===== src/rtl/ram_ctrl_pkg.sv =====
// Shared types and constants for the banked RAM / memory-mapped I/O controller.
// Latency: none (types only).
// Backpressure: not applicable.
package ram_ctrl_pkg;

    typedef enum logic [2:0] {
        IDLE,
        RAM_WR,
        RAM_RD,
        IO_WR,
        IO_WAIT_W,
        IO_RD,
        IO_WAIT_R
    } state_t;

    localparam logic [31:0] IO_BASE_DEFAULT = 32'hFFFF_0000;
    localparam logic [31:0] TIMEOUT_DATA    = 32'hDEAD_BEEF;

    // Request fields captured when a transaction is accepted in IDLE.
    typedef struct packed {
        logic [31:0] wdata;
        logic [3:0]  wmask;
        logic        is_io;
    } req_t;

    // A single-bank build still needs a one-bit bank index.
    function automatic int bank_w(input int num_banks);
        return (num_banks > 1) ? $clog2(num_banks) : 1;
    endfunction

endpackage


===== src/rtl/ram_ctrl_decode.sv =====
// Combinational address decode: word-interleaved bank select, bank row, I/O region hit.
// Latency: 0 cycles.
// Backpressure: none; pure function of the address.
module ram_ctrl_decode
    import ram_ctrl_pkg::*;
#(
    parameter int          ADDR_W    = 10,
    parameter int          NUM_BANKS = 2,
    parameter logic [31:0] IO_BASE   = IO_BASE_DEFAULT,
    parameter int          BW        = bank_w(NUM_BANKS)
) (
    input  logic [31:0]       addr,
    output logic [BW-1:0]     bank,
    output logic [ADDR_W-1:0] row,
    output logic              is_io
);

    // Address bits above the row field are dropped, so RAM space aliases below IO_BASE.
    generate
        if (NUM_BANKS > 1) begin : g_multi
            localparam int SEL_W = $clog2(NUM_BANKS);
            assign bank = addr[2 +: SEL_W];
            assign row  = addr[2 + SEL_W +: ADDR_W];
        end else begin : g_single
            assign bank = '0;
            assign row  = addr[2 +: ADDR_W];
        end
    endgenerate

    assign is_io = (addr >= IO_BASE);

endmodule


===== src/rtl/banked_ram_controller.sv =====
// RISC-V data-port bridge to banked RAM and memory-mapped I/O; RAM_CTRL_IO_TIMEOUT_EN bounds I/O waits.
// Latency: RAM write 1 cycle, RAM read RD_LAT+1 cycles, I/O 2 cycles plus device busy time.
// Backpressure: riscv_rbusy/riscv_wbusy stall the core; requests are sampled only while idle.
module banked_ram_controller
    import ram_ctrl_pkg::*;
#(
    parameter int          ADDR_W     = 10,
    parameter int          NUM_BANKS  = 2,
    parameter int          RD_LAT     = 1,
    parameter logic [31:0] IO_BASE    = IO_BASE_DEFAULT,
    parameter int          IO_TIMEOUT = 16
) (
    input  logic                        clk,
    input  logic                        reset,
    input  logic [31:0]                 riscv_addr,
    input  logic [31:0]                 riscv_wdata,
    input  logic [3:0]                  riscv_wmask,
    input  logic                        riscv_rstrb,
    output logic [31:0]                 riscv_rdata,
    output logic                        riscv_rbusy,
    output logic                        riscv_wbusy,
    output logic [NUM_BANKS*ADDR_W-1:0] ram_addr,
    output logic [31:0]                 ram_wdata,
    output logic [NUM_BANKS-1:0]        ram_wen,
    output logic [NUM_BANKS-1:0]        ram_rden,
    output logic [3:0]                  ram_byteena,
    input  logic [NUM_BANKS*32-1:0]     ram_rdata,
    output logic [31:0]                 io_wdata,
    output logic                        io_wen,
    output logic                        io_ren,
    input  logic [31:0]                 io_rdata,
    input  logic                        io_busy,
    output logic                        io_err
);

    localparam int BW  = bank_w(NUM_BANKS);
    localparam int TW  = $clog2(IO_TIMEOUT + 1);
    localparam int RCW = 3;

    state_t                 state_q, state_d;
    req_t                   req_q;
    logic [BW-1:0]          bank_q;
    logic [ADDR_W-1:0]      row_q;
    logic                   pend_rd_q, pend_rd_d;
    logic [RCW-1:0]         rd_cnt_q, rd_cnt_d;
    logic [TW-1:0]          io_cnt_q, io_cnt_d, io_cnt_inc;
    logic [31:0]            rdata_q, rdata_nxt, bank_rdata;
    logic                   rdata_ld, take_req, wr_req;
    state_t                 after_wr;
    logic [BW-1:0]          dec_bank;
    logic [ADDR_W-1:0]      dec_row;
    logic                   dec_io;
    logic [NUM_BANKS-1:0]   bank_oh;
`ifdef RAM_CTRL_IO_TIMEOUT_EN
    logic                   err_set;
    logic                   io_err_q;
`endif

    ram_ctrl_decode #(
        .ADDR_W    (ADDR_W),
        .NUM_BANKS (NUM_BANKS),
        .IO_BASE   (IO_BASE),
        .BW        (BW)
    ) u_decode (
        .addr  (riscv_addr),
        .bank  (dec_bank),
        .row   (dec_row),
        .is_io (dec_io)
    );

    assign wr_req     = (riscv_wmask != 4'b0000);
    assign bank_rdata = ram_rdata[32*int'(bank_q) +: 32];
    assign io_cnt_inc = (io_cnt_q != TW'(IO_TIMEOUT)) ? io_cnt_q + 1'b1 : io_cnt_q;
    // A combined read+write replays the read against the same decoded target.
    assign after_wr   = pend_rd_q ? (req_q.is_io ? IO_RD : RAM_RD) : IDLE;

    always_comb begin
        state_d   = state_q;
        pend_rd_d = pend_rd_q;
        rd_cnt_d  = '0;
        io_cnt_d  = '0;
        take_req  = 1'b0;
        rdata_ld  = 1'b0;
        rdata_nxt = bank_rdata;
`ifdef RAM_CTRL_IO_TIMEOUT_EN
        err_set   = 1'b0;
`endif
        case (state_q)
            IDLE: begin
                if (wr_req || riscv_rstrb) begin
                    take_req  = 1'b1;
                    pend_rd_d = wr_req && riscv_rstrb;
                    if (wr_req) state_d = dec_io ? IO_WR : RAM_WR;
                    else        state_d = dec_io ? IO_RD : RAM_RD;
                end
            end
            RAM_WR: begin
                state_d   = after_wr;
                pend_rd_d = 1'b0;
            end
            RAM_RD: begin
                // Bank data for the single rden cycle is valid after RD_LAT cycles.
                if (rd_cnt_q == RCW'(RD_LAT)) begin
                    rdata_ld = 1'b1;
                    state_d  = IDLE;
                end else begin
                    rd_cnt_d = rd_cnt_q + 1'b1;
                end
            end
            IO_WR: state_d = IO_WAIT_W;
            IO_WAIT_W: begin
                io_cnt_d = io_cnt_inc;
                if (!io_busy) begin
                    state_d   = after_wr;
                    pend_rd_d = 1'b0;
                end
`ifdef RAM_CTRL_IO_TIMEOUT_EN
                else if (io_cnt_q == TW'(IO_TIMEOUT - 1)) begin
                    err_set   = 1'b1;
                    state_d   = after_wr;
                    pend_rd_d = 1'b0;
                end
`endif
            end
            IO_RD: state_d = IO_WAIT_R;
            IO_WAIT_R: begin
                io_cnt_d = io_cnt_inc;
                if (!io_busy) begin
                    rdata_ld  = 1'b1;
                    rdata_nxt = io_rdata;
                    state_d   = IDLE;
                end
`ifdef RAM_CTRL_IO_TIMEOUT_EN
                else if (io_cnt_q == TW'(IO_TIMEOUT - 1)) begin
                    rdata_ld  = 1'b1;
                    rdata_nxt = TIMEOUT_DATA;
                    err_set   = 1'b1;
                    state_d   = IDLE;
                end
`endif
            end
            default: state_d = IDLE;
        endcase
    end

    always_ff @(posedge clk) begin
        if (reset) begin
            state_q   <= IDLE;
            pend_rd_q <= 1'b0;
            rd_cnt_q  <= '0;
            io_cnt_q  <= '0;
            req_q     <= '0;
            bank_q    <= '0;
            row_q     <= '0;
            rdata_q   <= '0;
        end else begin
            state_q   <= state_d;
            pend_rd_q <= pend_rd_d;
            rd_cnt_q  <= rd_cnt_d;
            io_cnt_q  <= io_cnt_d;
            if (take_req) begin
                req_q.wdata <= riscv_wdata;
                req_q.wmask <= riscv_wmask;
                req_q.is_io <= dec_io;
                bank_q      <= dec_bank;
                row_q       <= dec_row;
            end
            if (rdata_ld) rdata_q <= rdata_nxt;
        end
    end

`ifdef RAM_CTRL_IO_TIMEOUT_EN
    always_ff @(posedge clk) begin
        if (reset)        io_err_q <= 1'b0;
        else if (err_set) io_err_q <= 1'b1;
    end
    assign io_err = io_err_q;
`else
    assign io_err = 1'b0;
`endif

    assign bank_oh     = NUM_BANKS'(1) << bank_q;
    assign ram_addr    = {NUM_BANKS{row_q}};
    assign ram_wdata   = req_q.wdata;
    assign ram_wen     = (state_q == RAM_WR) ? bank_oh : '0;
    assign ram_rden    = (state_q == RAM_RD && rd_cnt_q == '0) ? bank_oh : '0;
    assign ram_byteena = (state_q == RAM_WR) ? req_q.wmask : 4'b0000;
    assign io_wdata    = req_q.wdata;
    assign io_wen      = (state_q == IO_WR);
    assign io_ren      = (state_q == IO_RD);
    assign riscv_rdata = rdata_q;
    assign riscv_rbusy = pend_rd_q || (state_q == RAM_RD) || (state_q == IO_RD) || (state_q == IO_WAIT_R);
    assign riscv_wbusy = (state_q == RAM_WR) || (state_q == IO_WR) || (state_q == IO_WAIT_W);

endmodule


===== config.mk =====
export PLATFORM = sky130hd
export DESIGN_NAME = banked_ram_controller
export DESIGN_NICKNAME = d
export VERILOG_FILES = /design/src/rtl/ram_ctrl_pkg.sv /design/src/rtl/ram_ctrl_decode.sv /design/src/rtl/banked_ram_controller.sv
export SDC_FILE = /design/constraint.sdc
export NUM_CORES = 1
export LEC_CHECK = 0
export ABC_AREA = 1
export ABC_CLOCK_PERIOD_IN_PS = 3550
export CORE_AREA = 2 2 116 118
export CTS_CLUSTER_SIZE = 20
export DETAILED_ROUTE_END_ITERATION = 8
export DIE_AREA = 0 0 118 120
export HOLD_SLACK_MARGIN = 0.06
export PLACE_DENSITY = 0.8
export SLEW_MARGIN = 20
export SYNTH_ARGS = -nofsm -noshare
export SYNTH_HDL_FRONTEND = slang
export SYNTH_SLANG_ARGS = --single-unit

===== constraint.sdc =====
create_clock -name clk -period 3.55 [get_ports clk]
set_clock_uncertainty 0.05 [all_clocks]
set_input_delay 0.71 -clock clk [delete_from_list [all_inputs] [get_ports clk]]
set_output_delay 0.71 -clock clk [all_outputs]
set_load 0.01 [all_outputs]

==> impl_results.html, run 1 <==
<table>
<tr><th>Metric</th><th>Value</th></tr>
<tr><th colspan="2">Outcome</th></tr>
<tr><td>Status</td><td>finished, final reports clean</td></tr>
<tr><th colspan="2">Place</th></tr>
<tr><td>Post-Place Cells</td><td>1,001</td></tr>
<tr><td>Total cell area at the placement stage</td><td>7170 sq um</td></tr>
<tr><td>Post-DP HPWL</td><td>10,500 microns</td></tr>
<tr><td>Gpl congestion</td><td>0.864</td></tr>
<tr><td>Total of buffers placed on input and output ports</td><td>290</td></tr>
<tr><td>Worst setup timing slack at the placement stage</td><td>973 ps</td></tr>
<tr><th colspan="2">Finish</th></tr>
<tr><td>Number of fill cells in the layout</td><td>1,196</td></tr>
<tr><td>Post-layout nets</td><td>1,009</td></tr>
<tr><td>Count of inserted antenna diode cells</td><td>0</td></tr>
<tr><td>Layout area overhead</td><td>58.5%</td></tr>
<tr><td>Finished Cell Area</td><td>7510 sq um</td></tr>
<tr><td>Proportion of layout cells with a drive suffix above 1</td><td>10.8%</td></tr>
<tr><td>Number of standard cells in the layout, taps in and fillers out</td><td>1,016</td></tr>
<tr><th colspan="2">Timing</th></tr>
<tr><td>Relative slew slack</td><td>48.6%</td></tr>
<tr><td>Transition at the pin with the smallest max-transition slack</td><td>771 ps</td></tr>
<tr><td>Hold Violations, Final</td><td>0</td></tr>
<tr><td>RSZ-0062 raised after global routing</td><td>no</td></tr>
<tr><td>Highest clock frequency the design can meet</td><td>380 MHz</td></tr>
<tr><td>Aggregate negative setup slack</td><td>0 ps</td></tr>
<tr><td>Clock period minus worst slack</td><td>2630 ps</td></tr>
<tr><td>Setup slack of the critical path after layout</td><td>919 ps</td></tr>
<tr><td>Total setup violations reported at the end of the flow</td><td>0</td></tr>
<tr><td>Final count of pins violating max slew</td><td>0</td></tr>
<tr><td>Final clock period utilization by the worst path</td><td>74.1%</td></tr>
<tr><th colspan="2">Worst setup path</th></tr>
<tr><td>Endpoint of the worst register-to-register path</td><td>riscv_rdata[19]</td></tr>
<tr><td>Crit start category</td><td>flip-flop</td></tr>
<tr><td>CP Max Fanout</td><td>7</td></tr>
<tr><td>Data required time at the worst endpoint</td><td>2790 ps</td></tr>
<tr><td>Critical path cell sequence</td><td>nand3_1, nor4_1, clkdlybuf4s50_1</td></tr>
<tr><td>R2r startpoint</td><td>state_q[1]</td></tr>
<tr><td>Minimum setup slack among reg-to-reg paths</td><td>1610 ps</td></tr>
<tr><td>Arrival time at the worst endpoint</td><td>1870 ps</td></tr>
<tr><td>Cell family with most CP delay</td><td>buffers and inverters</td></tr>
<tr><td>Slowest stage cell, crit path</td><td>sky130_fd_sc_hd__clkdlybuf4s50_1</td></tr>
<tr><td>Crit path buffers/inverters</td><td>1</td></tr>
<tr><td>Critical Path Sink Type</td><td>primary output</td></tr>
<tr><td>CP Class</td><td>flip-flop to primary output</td></tr>
<tr><td>Critical path's largest stage delay</td><td>640 ps</td></tr>
<tr><td>Worst-case reg-to-reg path depth</td><td>7</td></tr>
<tr><th colspan="2">Clock network</th></tr>
<tr><td>Clock-pin transition on the worst setup and hold timing paths</td><td>70 ps</td></tr>
<tr><td>Cell at the root of the clock tree</td><td>sky130_fd_sc_hd__clkbuf_16</td></tr>
<tr><td>CTS Buf Count</td><td>9</td></tr>
<tr><td>Clock tree from TritonCTS</td><td>built</td></tr>
<tr><td>Resized Gates After CTS</td><td>0</td></tr>
<tr><td>Total of hold buffers inserted after clock tree synthesis</td><td>0</td></tr>
<tr><td>Clock latency at the later pin of the worst-skew pair</td><td>330 ps</td></tr>
<tr><td>Number of levels in the clock H-tree</td><td>3</td></tr>
<tr><td>Post-CTS Setup Repair Bufs</td><td>0</td></tr>
<tr><td>Maximum root-to-sink buffer count</td><td>2</td></tr>
<tr><td>Clock Sink Count</td><td>87</td></tr>
<tr><th colspan="2">Yosys</th></tr>
<tr><td>Synthesized flop and latch total</td><td>87</td></tr>
<tr><td>Commonest cells in the netlist</td><td>109 x sky130_fd_sc_hd__nor2_1, 88 x sky130_fd_sc_hd__nand2_1, 87 x sky130_fd_sc_hd__dfxtp_1</td></tr>
<tr><td>Most used DFF post-synth</td><td>sky130_fd_sc_hd__dfxtp_1</td></tr>
<tr><td>Share of the yosys chip area belonging to registers</td><td>36.7%</td></tr>
<tr><td>Most area-hungry cell type in the Yosys netlist</td><td>sky130_fd_sc_hd__dfxtp_1</td></tr>
<tr><td>Area fraction of the dominant cell type after synthesis</td><td>36.7%</td></tr>
<tr><td>Count of flip-flops with a built-in enable after synthesis</td><td>0</td></tr>
<tr><td>Most common cell in the synthesized netlist</td><td>sky130_fd_sc_hd__nor2_1</td></tr>
<tr><td>Number of warning messages in the yosys log</td><td>0</td></tr>
<tr><td>Share of flip-flops with an asynchronous set or reset</td><td>0%</td></tr>
<tr><td>Leading post-synthesis cells by cell area</td><td>sky130_fd_sc_hd__dfxtp_1 37%, sky130_fd_sc_hd__buf_4 13%, sky130_fd_sc_hd__nor2_1 8.6%</td></tr>
<tr><td>Distinct cell type count after synthesis</td><td>28</td></tr>
<tr><td>Net count after synthesis</td><td>814</td></tr>
<tr><td>Mean instance size in the synthesized netlist</td><td>7.40 sq um</td></tr>
<tr><td>Number of standard cells after synthesis</td><td>641</td></tr>
<tr><td>Cell area after synthesis</td><td>4740 sq um</td></tr>
<tr><th colspan="2">Worst hold path</th></tr>
<tr><td>Hold worst-path end</td><td>req_q[1]</td></tr>
<tr><td>Worst Hold Launch</td><td>req_q[1]</td></tr>
<tr><td>Worst hold-check path type</td><td>flip-flop to flip-flop</td></tr>
<tr><td>Hold Crit Depth</td><td>2</td></tr>
<tr><th colspan="2">Routing</th></tr>
<tr><td>Initial DRT Pass Iterations</td><td>4</td></tr>
<tr><td>Violation count after the first detailed-route iteration</td><td>225</td></tr>
<tr><td>Residual antenna-violating net count after detailed routing</td><td>0</td></tr>
<tr><td># DRC</td><td>0</td></tr>
<tr><td>Vias after detailed routing</td><td>4,665</td></tr>
<tr><td>Sum of routed wire length over all layers</td><td>13,500 microns</td></tr>
<tr><td>Vias per cell</td><td>4.59</td></tr>
<tr><td>Final routed wire length divided by cell count</td><td>13.3 microns</td></tr>
<tr><th colspan="2">Floorplanning</th></tr>
<tr><td>Horizontal extent of the die</td><td>118 microns</td></tr>
<tr><td>Die footprint</td><td>14,200 sq um</td></tr>
<tr><td>Cell Rows</td><td>42</td></tr>
<tr><td>Chip height</td><td>120 microns</td></tr>
<tr><td>Initial cell density of the core</td><td>36.5%</td></tr>
<tr><td>Core Region</td><td>13,000 sq um</td></tr>
<tr><td>Boundary Pins</td><td>297</td></tr>
<tr><th colspan="2">GRT</th></tr>
<tr><td>All-Layer GR Usage</td><td>18.6%</td></tr>
<tr><td>Largest net degree at the start of global routing</td><td>65</td></tr>
<tr><td>Initial antenna violation count</td><td>0</td></tr>
<tr><td>Aggregate global routing overflow</td><td>0</td></tr>
<tr><td>Global-route wire length before repair</td><td>21,100 microns</td></tr>
<tr><td>Vias in the first global route</td><td>4,261</td></tr>
<tr><th colspan="2">Pwr</th></tr>
<tr><td>Areal power density over the cells</td><td>740 nW/um^2</td></tr>
<tr><td>Leakage</td><td>3.08 nW</td></tr>
<tr><td>Peak ir drop on the vdd network</td><td>0.341 mV</td></tr>
<tr><td>PnR Total Power</td><td>5.56 mW</td></tr>
<tr><th colspan="2">Job</th></tr>
<tr><td>Max-cap viol count</td><td>0</td></tr>
</table>
==> flip-flops by register name, summed over array words and instances, names as in the netlist <==
signal and count:
state_q 3, pend_rd_q 1, rd_cnt_q 3, riscv_rdata 32
req_q 5, bank_q 1, row_q 10, io_wdata 32
==> how the worst max path moves through the flow <==
stage / from / cells past startpoint / to
after floorplan: bank_q / 4 / ram_rden[1]
after global placement: riscv_addr[27] / 14 / state_q[1]
after detailed placement: riscv_addr[27] / 14 / state_q[1]
after CTS: state_q[1] / 3 / ram_rden[1]
after global routing: state_q[1] / 3 / ram_rden[1]
final: state_q[1] / 3 / ram_rden[1]
==> per-stage QoR <==
stage                     util (%)  hold WS (ps)
after global placement        55.2           391
after CTS                     57.9           408
final                         57.9           404
after detailed placement      55.2           399
after global routing          57.9           442
after floorplan                  -           380
==> routing by layer <==
layer / global-route usage (%) / vias up / routed length, microns
met3: 4.42 / 16 / 907
met4: 6.63 / 0 / 234
met2: 34.0 / 188 / 6900
met5: 0 / - / 0
met1: 21.1 / 2053 / 5510
li1: - / 2408 / -
==> cells by family (layout without fill, tap and decap cells) <==
kind of cell | Yosys count | after routing | synth area share, %
compound gates | 153 | 153 | 19.2
xor+xnor | 1 | 1 | 0.185
fa+ha+maj | 5 | 5 | 1.32
buf+inv | 140 | 339 | 18.4
flops | 87 | 87 | 36.7
other cells | 1 | 1 | 0.0791
simple gates | 254 | 254 | 24.1
==> power breakdown <==
group,internal [mW],leakage (nW),switching [mW],total [mW]
clock network,0.704,0.165,0.386,1.09
logic,1.47,2.21,1.47,2.93
registers,1.29,0.715,0.244,1.54
==> layout by cell type, fill, tap and decap left out, drive strengths merged <==
cell type / netlist / routed
clkdlybuf4s50: 0 / 290
nor3b: 1 / 1
nand4: 4 / 4
a21oi: 40 / 40
clkinvlp: 0 / 1
nor3: 1 / 1
xnor2: 1 / 1
bufinv: 0 / 3
ha: 5 / 5
o21ai: 113 / 113
nand3: 43 / 43
clkbuf: 15 / 10
inv: 26 / 26
buf: 98 / 7
dfxtp: 87 / 87
conb: 1 / 1
nand2: 92 / 92
nor4: 2 / 2
clkinv: 1 / 2
nor2: 111 / 111
==> tightest hold or removal path, delay by kind of cell (launching register included) <==
family	cells	cell delay, ps
flops	1	300
compound gates	1	50
buf+inv	1	60
==> final cells by class <==
| type | count | area [sq um] | share of cell area (%) |
|---|---|---|---|
| Timing Repair Buffer | 297 | 2980 | 39.7 |
| Multi-Input combinational cell | 414 | 2130 | 28.3 |
| Inverter | 27 | 101 | 1.35 |
| Sequential cell | 87 | 1740 | 23.2 |
| Clock buffer | 10 | 239 | 3.18 |
| Tap cell | 176 | 220 | 2.93 |
| Clock inverter | 5 | 106 | 1.42 |
Note: power is estimated with default switching activity, not from simulation.
==> run 2: changes to the inputs <==
Settings changed: ABC_CLOCK_PERIOD_IN_PS 3550 to 2150, CORE_AREA 2 2 116 118 to default, CORE_MARGIN from default to 2, CORE_UTILIZATION from default to 34, DIE_AREA 0 0 118 120 to default, PLACE_DENSITY 0.8 to 0.78.
Clock period 3.55 ns to 2.15 ns, I/O delays scaled along.
==> run 2 against run 1 <==
  * Global-route usage down 0.94 points
  * Sequential cell count unchanged
  * Register-to-register slack worse by 1200 ps
  * Combinational power up 69%
  * Worst hold slack better by 2.3 ps
  * Final cell count up 1.7%
  * Highest routed layer unchanged
==> impl_results.html, run 2 (same netlist as run 1, synthesis figures left out) <==
<table>
<tr><th>Metric</th><th>Value</th></tr>
<tr><th colspan="2">Place</th></tr>
<tr><td>Total of buffers placed on input and output ports</td><td>290 (unchanged)</td></tr>
<tr><td>Post-DP HPWL</td><td>10,700 microns (was 10,500 microns)</td></tr>
<tr><td>Gpl congestion</td><td>0.848 (was 0.864)</td></tr>
<tr><th colspan="2">GRT</th></tr>
<tr><td>Global-route wire length before repair</td><td>20,600 microns (was 21,100 microns)</td></tr>
<tr><td>Met2 routing resource usage after global routing</td><td>32.1% (was 34.0%)</td></tr>
<tr><td>Busiest metal layer after global routing</td><td>met2 (unchanged)</td></tr>
<tr><td>Initial antenna violation count</td><td>0 (unchanged)</td></tr>
<tr><td>Global-route track usage on met1</td><td>19.7% (was 21.1%)</td></tr>
<tr><td>All-Layer GR Usage</td><td>17.7% (was 18.6%)</td></tr>
<tr><td>Largest net degree at the start of global routing</td><td>54 (was 65)</td></tr>
<tr><td>Vias in the first global route</td><td>4,233 (was 4,261)</td></tr>
<tr><td>Global-route track usage on met3</td><td>4.96% (was 4.42%)</td></tr>
<tr><td>Aggregate global routing overflow</td><td>0 (unchanged)</td></tr>
<tr><th colspan="2">Finish</th></tr>
<tr><td>Total area of sequential cells</td><td>1740 sq um (about the same)</td></tr>
<tr><td>Footprint of the multi-input gates</td><td>2140 sq um (was 2130 sq um)</td></tr>
<tr><td>Most frequent standard cell in the layout excluding fill and tap cells</td><td>sky130_fd_sc_hd__clkdlybuf4s50_1 (unchanged)</td></tr>
<tr><td>Post-layout nets</td><td>1,021 (was 1,009)</td></tr>
<tr><td>Leading cell types in the layout, fill and taps excluded</td><td>279 x sky130_fd_sc_hd__clkdlybuf4s50_1, 109 x sky130_fd_sc_hd__nor2_1, 87 x sky130_fd_sc_hd__nand2_1 (was 290 x sky130_fd_sc_hd__clkdlybuf4s50_1, 109 x sky130_fd_sc_hd__nor2_1, 88 x sky130_fd_sc_hd__nand2_1)</td></tr>
<tr><td>Proportion of layout cells with a drive suffix above 1</td><td>12.5% (was 10.8%)</td></tr>
<tr><td>Number of fill cells in the layout</td><td>1,338 (was 1,196)</td></tr>
<tr><td>Count of inserted antenna diode cells</td><td>0 (unchanged)</td></tr>
<tr><td>Layout area overhead</td><td>61.0% (was 58.5%)</td></tr>
<tr><th colspan="2">Routing</th></tr>
<tr><td>Residual antenna-violating net count after detailed routing</td><td>0 (unchanged)</td></tr>
<tr><td>Vias per cell</td><td>4.58 (was 4.59)</td></tr>
<tr><td>Initial DRT Pass Iterations</td><td>4 (unchanged)</td></tr>
<tr><td>Vias after detailed routing</td><td>4,732 (was 4,665)</td></tr>
<tr><td>Sum of routed wire length over all layers</td><td>13,700 microns (was 13,500 microns)</td></tr>
<tr><td>Final routed wire length divided by cell count</td><td>13.3 microns (about the same)</td></tr>
<tr><td>Violation count after the first detailed-route iteration</td><td>184 (was 225)</td></tr>
<tr><td># DRC</td><td>0 (unchanged)</td></tr>
<tr><th colspan="2">Timing</th></tr>
<tr><td>Final clock period utilization by the worst path</td><td>95.8%</td></tr>
<tr><td>Total setup violations reported at the end of the flow</td><td>0 (unchanged)</td></tr>
<tr><td>Clock period minus worst slack</td><td>2060 ps</td></tr>
<tr><td>Hold Violations, Final</td><td>0 (unchanged)</td></tr>
<tr><td>Final count of pins violating max slew</td><td>0 (unchanged)</td></tr>
<tr><td>Transition at the pin with the smallest max-transition slack</td><td>740 ps (was 771 ps)</td></tr>
<tr><td>Relative slew slack</td><td>50.6% (was 48.6%)</td></tr>
<tr><td>RSZ-0062 raised after global routing</td><td>no (unchanged)</td></tr>
<tr><td>Aggregate negative setup slack</td><td>0 ps (unchanged)</td></tr>
<tr><td>Highest clock frequency the design can meet</td><td>486 MHz</td></tr>
<tr><th colspan="2">Clock network</th></tr>
<tr><td>Total of hold buffers inserted after clock tree synthesis</td><td>0 (unchanged)</td></tr>
<tr><td>Clock latency at the later pin of the worst-skew pair</td><td>340 ps (was 330 ps)</td></tr>
<tr><td>Post-CTS Setup Repair Bufs</td><td>0 (unchanged)</td></tr>
<tr><td>Clock tree from TritonCTS</td><td>built (unchanged)</td></tr>
<tr><td>Number of levels in the clock H-tree</td><td>3 (unchanged)</td></tr>
<tr><td>CTS Buf Count</td><td>9 (unchanged)</td></tr>
<tr><td>Clock Sink Count</td><td>87 (unchanged)</td></tr>
<tr><td>Maximum root-to-sink buffer count</td><td>2 (unchanged)</td></tr>
<tr><td>Clock-pin transition on the worst setup and hold timing paths</td><td>60 ps (was 70 ps)</td></tr>
<tr><td>Cell at the root of the clock tree</td><td>sky130_fd_sc_hd__clkbuf_16 (unchanged)</td></tr>
<tr><th colspan="2">Pwr</th></tr>
<tr><td>Areal power density over the cells</td><td>1180 nW/um^2 (was 740 nW/um^2)</td></tr>
<tr><td>Leakage</td><td>3.22 nW (was 3.08 nW)</td></tr>
<tr><td>PnR Total Power</td><td>9.04 mW (was 5.56 mW)</td></tr>
<tr><td>Peak ir drop on the vdd network</td><td>0.556 mV (was 0.341 mV)</td></tr>
<tr><th colspan="2">Floorplanning</th></tr>
<tr><td>Chip height</td><td>122 microns (was 120 microns)</td></tr>
<tr><td>Horizontal extent of the die</td><td>122 microns (was 118 microns)</td></tr>
<tr><td>Boundary Pins</td><td>297 (unchanged)</td></tr>
<tr><td>Cell Rows</td><td>43 (was 42)</td></tr>
<tr><td>Die footprint</td><td>14,900 sq um (was 14,200 sq um)</td></tr>
<tr><td>Core Region</td><td>13,800 sq um (was 13,000 sq um)</td></tr>
<tr><td>Initial cell density of the core</td><td>34.4% (was 36.5%)</td></tr>
<tr><th colspan="2">Worst setup path</th></tr>
<tr><td>CP Max Fanout</td><td>6 (was 7)</td></tr>
<tr><td>Worst-case reg-to-reg path depth</td><td>7 (unchanged)</td></tr>
<tr><td>Endpoint of the worst register-to-register path</td><td>req_q[0] (was riscv_rdata[19])</td></tr>
<tr><td>Crit start category</td><td>flip-flop (unchanged)</td></tr>
<tr><td>Worst Setup EP</td><td>io_wen (was ram_rden[1])</td></tr>
<tr><td>Arrival time at the worst endpoint</td><td>1580 ps (was 1870 ps)</td></tr>
<tr><td>Data required time at the worst endpoint</td><td>1670 ps (was 2790 ps)</td></tr>
<tr><td>Critical Path Start</td><td>state_q[1] (unchanged)</td></tr>
<tr><td>R2r startpoint</td><td>state_q[0] (was state_q[1])</td></tr>
<tr><td>Critical Path Sink Type</td><td>primary output (unchanged)</td></tr>
<tr><td>CP Class</td><td>flip-flop to primary output (unchanged)</td></tr>
<tr><td>Minimum setup slack among reg-to-reg paths</td><td>440 ps (was 1610 ps)</td></tr>
<tr><th colspan="2">Worst hold path</th></tr>
<tr><td>Worst hold-check path type</td><td>flip-flop to flip-flop (unchanged)</td></tr>
<tr><th colspan="2">Job</th></tr>
<tr><td>Max-cap viol count</td><td>0 (unchanged)</td></tr>
<tr><th colspan="2">Outcome</th></tr>
<tr><td>Status</td><td>finished, final reports clean (unchanged)</td></tr>
</table>
[run 2: cell types whose count changed in the layout (fill, tap and decap cells not counted), moves of 2 or more]
cell / delta
sky130_fd_sc_hd__dlygate4sd2_1: +8
sky130_fd_sc_hd__buf_4: +6
sky130_fd_sc_hd__dlymetal6s2s_1: +2
sky130_fd_sc_hd__clkdlybuf4s50_1: -11
sky130_fd_sc_hd__buf_12: +5
sky130_fd_sc_hd__bufinv_16: -2
sky130_fd_sc_hd__clkinv_2: +2
[run 2: power by group]
group | total (mW) | switching [mW] | internal [mW]
registers | 2.53 | 0.394 | 2.14
clock network | 1.56 | 0.656 | 0.902
logic | 4.95 | 2.47 | 2.48
[run 2: layer usage]
layer  vias to the layer above  wire length (microns)
met5                         -                      0
met3                        14                   1190
met1                      2082                   5410
met4                         0                    221
met2                       204                   6900
li1                       2432                      -
[run 2: layout make-up]
| cell class | count | share of cell area (%) |
|---|---|---|
| tap | 180 | 2.95 |
| timing repair buffer | 309 | 41.0 |
| clock buffer | 9 | 2.95 |
| sequential | 87 | 22.8 |
| inverter | 27 | 1.33 |
| clock inverter | 7 | 0.951 |
| multi-input combinational | 414 | 28.0 |
[run 2: per-stage QoR]
stage	util, %	instances	area (sq um)	setup slack (ps)	hold WS [ps]
2_1_floorplan	-	641	4740	387	380
3_3_place_gp	53.2	1017	7330	-52.8	391
3_5_place_dp	53.2	1017	7330	-88.2	400
4_1_cts	55.4	1033	7630	-13.6	410
5_1_grt	55.4	1033	7630	0.783	429
6_report	55.4	1033	7630	90.8	406
[run 2: worst max-delay path: stages (launching register included)]
cell                              delay (ps)
sky130_fd_sc_hd__dfxtp_1                 380
sky130_fd_sc_hd__buf_4                   170
sky130_fd_sc_hd__nand3_1                 100
sky130_fd_sc_hd__inv_1                    70
sky130_fd_sc_hd__clkdlybuf4s50_1         520
[run 2: worst min path at each step]
stage,depth (start not counted),to,slack (ps),start
5_1_grt,2,req_q[3],430,req_q[3]
6_report,2,req_q[2],410,req_q[2]
4_1_cts,2,req_q[2],410,req_q[2]
3_5_place_dp,2,req_q[3],400,req_q[3]
2_1_floorplan,2,req_q[4],380,req_q[4]
3_3_place_gp,2,req_q[1],390,req_q[1]
[run 2: timing repair]
action,4_1_cts,5_1_grt
resized for setup,13,6
setup endpoints to repair,10,3
pin swaps,0,1
==> run 3: changes to the inputs <==
Settings changed: SETUP_SLACK_MARGIN from default to 0.05.
==> run 3 against run 2 <==
  * Global-route usage about the same
  * Power hardly changed
  * Register-to-register slack about the same
  * First-iteration DRC count increased by 3.3%
  * Die area stayed put
  * Sequential cell count is the same
  * Combinational power about the same
  * Critical path depth stayed put
==> impl_results.html, run 3 (same netlist as run 1, synthesis figures left out) <==
<table>
<tr><th>Metric</th><th>Value</th></tr>
<tr><th colspan="2">Timing</th></tr>
<tr><td>RSZ-0062 raised after global routing</td><td>no (unchanged)</td></tr>
<tr><td>Relative slew slack</td><td>50.6% (about the same)</td></tr>
<tr><td>Hold Violations, Final</td><td>0 (unchanged)</td></tr>
<tr><td>Clock period minus worst slack</td><td>2010 ps (was 2060 ps)</td></tr>
<tr><td>Worst hold slack</td><td>406 ps (about the same)</td></tr>
<tr><td>Final clock period utilization by the worst path</td><td>93.7% (was 95.8%)</td></tr>
<tr><td>Highest clock frequency the design can meet</td><td>496 MHz (was 486 MHz)</td></tr>
<tr><td>Setup slack of the critical path after layout</td><td>135 ps (was 90.8 ps)</td></tr>
<tr><td>Final count of pins violating max slew</td><td>0 (unchanged)</td></tr>
<tr><td>Transition at the pin with the smallest max-transition slack</td><td>740 ps (about the same)</td></tr>
<tr><td>Total setup violations reported at the end of the flow</td><td>0 (unchanged)</td></tr>
<tr><th colspan="2">Routing</th></tr>
<tr><td># DRC</td><td>0 (unchanged)</td></tr>
<tr><td>Final routed wire length divided by cell count</td><td>13.2 microns (was 13.3 microns)</td></tr>
<tr><td>Violation count after the first detailed-route iteration</td><td>190 (was 184)</td></tr>
<tr><td>Vias after detailed routing</td><td>4,736 (was 4,732)</td></tr>
<tr><td>Vias per cell</td><td>4.58 (about the same)</td></tr>
<tr><td>Initial DRT Pass Iterations</td><td>4 (unchanged)</td></tr>
<tr><td>Residual antenna-violating net count after detailed routing</td><td>0 (unchanged)</td></tr>
<tr><td>Sum of routed wire length over all layers</td><td>13,700 microns (about the same)</td></tr>
<tr><th colspan="2">Worst setup path</th></tr>
<tr><td>Crit start category</td><td>flip-flop (unchanged)</td></tr>
<tr><td>Slowest stage cell, crit path</td><td>sky130_fd_sc_hd__clkdlybuf4s50_1 (unchanged)</td></tr>
<tr><td>Critical path's largest stage delay</td><td>520 ps (about the same)</td></tr>
<tr><td>Data required time at the worst endpoint</td><td>1670 ps (about the same)</td></tr>
<tr><td>CP Max Fanout</td><td>6 (unchanged)</td></tr>
<tr><td>Critical path cell sequence</td><td>buf_4, nand3_1, inv_1, clkdlybuf4s50_1 (unchanged)</td></tr>
<tr><td>CP Class</td><td>flip-flop to primary output (unchanged)</td></tr>
<tr><td>Crit path buffers/inverters</td><td>3 (unchanged)</td></tr>
<tr><td>Arrival time at the worst endpoint</td><td>1530 ps (was 1580 ps)</td></tr>
<tr><td>Cell family with most CP delay</td><td>buffers and inverters (unchanged)</td></tr>
<tr><td>Critical Path Sink Type</td><td>primary output (unchanged)</td></tr>
<tr><th colspan="2">Pwr</th></tr>
<tr><td>Peak ir drop on the vdd network</td><td>0.555 mV (was 0.556 mV)</td></tr>
<tr><td>Fraction of power consumed by sequential logic</td><td>28.1% (was 28.0%)</td></tr>
<tr><td>Logic gate share of total power</td><td>54.7% (about the same)</td></tr>
<tr><td>Switching part of the total</td><td>38.9% (about the same)</td></tr>
<tr><td>Clock network fraction of total power</td><td>17.3% (was 17.2%)</td></tr>
<tr><td>Design internal power</td><td>5.52 mW (about the same)</td></tr>
<tr><td>Areal power density over the cells</td><td>1180 nW/um^2 (about the same)</td></tr>
<tr><td>Net load switching power</td><td>3.52 mW (about the same)</td></tr>
<tr><td>Leakage</td><td>3.19 nW (was 3.22 nW)</td></tr>
<tr><th colspan="2">Floorplanning</th></tr>
<tr><td>Horizontal extent of the die</td><td>122 microns (unchanged)</td></tr>
<tr><td>Initial cell density of the core</td><td>34.4% (unchanged)</td></tr>
<tr><td>Boundary Pins</td><td>297 (unchanged)</td></tr>
<tr><td>Chip height</td><td>122 microns (unchanged)</td></tr>
<tr><td>Die footprint</td><td>14,900 sq um (unchanged)</td></tr>
<tr><td>Core Region</td><td>13,800 sq um (unchanged)</td></tr>
<tr><td>Cell Rows</td><td>43 (unchanged)</td></tr>
<tr><th colspan="2">GRT</th></tr>
<tr><td>Largest net degree at the start of global routing</td><td>54 (unchanged)</td></tr>
<tr><td>Vias in the first global route</td><td>4,237 (was 4,233)</td></tr>
<tr><td>Initial antenna violation count</td><td>0 (unchanged)</td></tr>
<tr><td>All-Layer GR Usage</td><td>17.7% (about the same)</td></tr>
<tr><td>Aggregate global routing overflow</td><td>0 (unchanged)</td></tr>
<tr><td>Global-route wire length before repair</td><td>20,600 microns (about the same)</td></tr>
<tr><th colspan="2">Clock network</th></tr>
<tr><td>Total of hold buffers inserted after clock tree synthesis</td><td>0 (unchanged)</td></tr>
<tr><td>Maximum root-to-sink buffer count</td><td>2 (unchanged)</td></tr>
<tr><td>Clock latency at the later pin of the worst-skew pair</td><td>340 ps (about the same)</td></tr>
<tr><td>Clock Sink Count</td><td>87 (unchanged)</td></tr>
<tr><td>Cell at the root of the clock tree</td><td>sky130_fd_sc_hd__clkbuf_16 (unchanged)</td></tr>
<tr><td>Clock-pin transition on the worst setup and hold timing paths</td><td>60 ps (about the same)</td></tr>
<tr><td>CTS Buf Count</td><td>9 (unchanged)</td></tr>
<tr><td>Number of levels in the clock H-tree</td><td>3 (unchanged)</td></tr>
<tr><td>Post-CTS Setup Repair Bufs</td><td>0 (unchanged)</td></tr>
<tr><td>Clock tree from TritonCTS</td><td>built (unchanged)</td></tr>
<tr><th colspan="2">Finish</th></tr>
<tr><td>Leading cell types in the layout, fill and taps excluded</td><td>279 x sky130_fd_sc_hd__clkdlybuf4s50_1, 109 x sky130_fd_sc_hd__nor2_1, 87 x sky130_fd_sc_hd__nand2_1 (unchanged)</td></tr>
<tr><td>Count of inserted antenna diode cells</td><td>0 (unchanged)</td></tr>
<tr><td>Proportion of layout cells with a drive suffix above 1</td><td>12.8% (was 12.5%)</td></tr>
<tr><td>Most frequent standard cell in the layout excluding fill and tap cells</td><td>sky130_fd_sc_hd__clkdlybuf4s50_1 (unchanged)</td></tr>
<tr><td>Post-layout nets</td><td>1,021 (unchanged)</td></tr>
<tr><td>Layout area overhead</td><td>60.8% (was 61.0%)</td></tr>
<tr><th colspan="2">Job</th></tr>
<tr><td>Max-cap viol count</td><td>0 (unchanged)</td></tr>
<tr><th colspan="2">Place</th></tr>
<tr><td>Total of buffers placed on input and output ports</td><td>290 (unchanged)</td></tr>
<tr><td>Worst setup timing slack at the placement stage</td><td>-88.2 ps (unchanged)</td></tr>
<tr><td>Gpl congestion</td><td>0.848 (unchanged)</td></tr>
<tr><td>Post-DP HPWL</td><td>10,700 microns (unchanged)</td></tr>
<tr><th colspan="2">Worst hold path</th></tr>
<tr><td>Worst hold-check path type</td><td>flip-flop to flip-flop (unchanged)</td></tr>
<tr><th colspan="2">Outcome</th></tr>
<tr><td>Status</td><td>finished, final reports clean (unchanged)</td></tr>
</table>
-- run 3: timing repair --
item	CTS	global route
setup endpoints to repair	11	3
resized for setup	16	7
pin swaps	0	0
-- run 3: area by class of cell --
type	count	area, sq um
Clock buffer	9	225
Clock inverter	7	72.6
Fill cell	1339	6150
Inverter	27	101
Multi-Input combinational cell	414	2140
Sequential cell	87	1740
Tap cell	180	225
Timing Repair Buffer	309	3120
-- run 3: layer usage --
layer	vias up	GRT usage [%]	wire length (microns)
met1	2083	19.8	5440
met3	14	4.96	1160
met4	0	6.25	221
met5	-	0	0
met2	207	32.1	6860
li1	2432	-	-
-- run 3: through the flow --
| stage | total power [mW] | cell area [sq um] | TNS (ps) | util (%) | cells |
|---|---|---|---|---|---|
| 2_1_floorplan | 5.91 | 4740 | 0 | - | 641 |
| 3_3_place_gp | 7.48 | 7330 | -52.8 | 53.2 | 1017 |
| 3_5_place_dp | 7.57 | 7330 | -88.2 | 53.2 | 1017 |
| 4_1_cts | 9.14 | 7630 | 0 | 55.4 | 1033 |
| 5_1_grt | 9.75 | 7620 | 0 | 55.3 | 1033 |
| 6_report | 9.03 | 7620 | 0 | 55.3 | 1033 |
-- run 3: tightest hold or removal path: stages (launching register included) --
cell	delay (ps)
sky130_fd_sc_hd__dfxtp_1	290
sky130_fd_sc_hd__inv_1	60
sky130_fd_sc_hd__a21oi_1	60
-- run 3: power by group through the flow --
stage,Combinational (mW),Clock (mW),Sequential (mW)
global placement,4.94,0,2.54
detailed placement,5.01,0,2.56
floorplan,3.38,0,2.52
CTS,4.99,1.61,2.54
finish,4.94,1.56,2.54
global route,5.44,1.69,2.61
-- run 3: final timing paths --
| check | start | endpoint | slack [ps] | cells past startpoint |
|---|---|---|---|---|
| worst max-delay path | state_q[1] | io_wen | 140 | 4 |
| worst min-delay path | req_q[2] | req_q[2] | 410 | 2 |
| worst max register to register | state_q[2] | req_q[0] | 430 | 7 |
| worst min register to register | req_q[2] | req_q[2] | 410 | 2 |
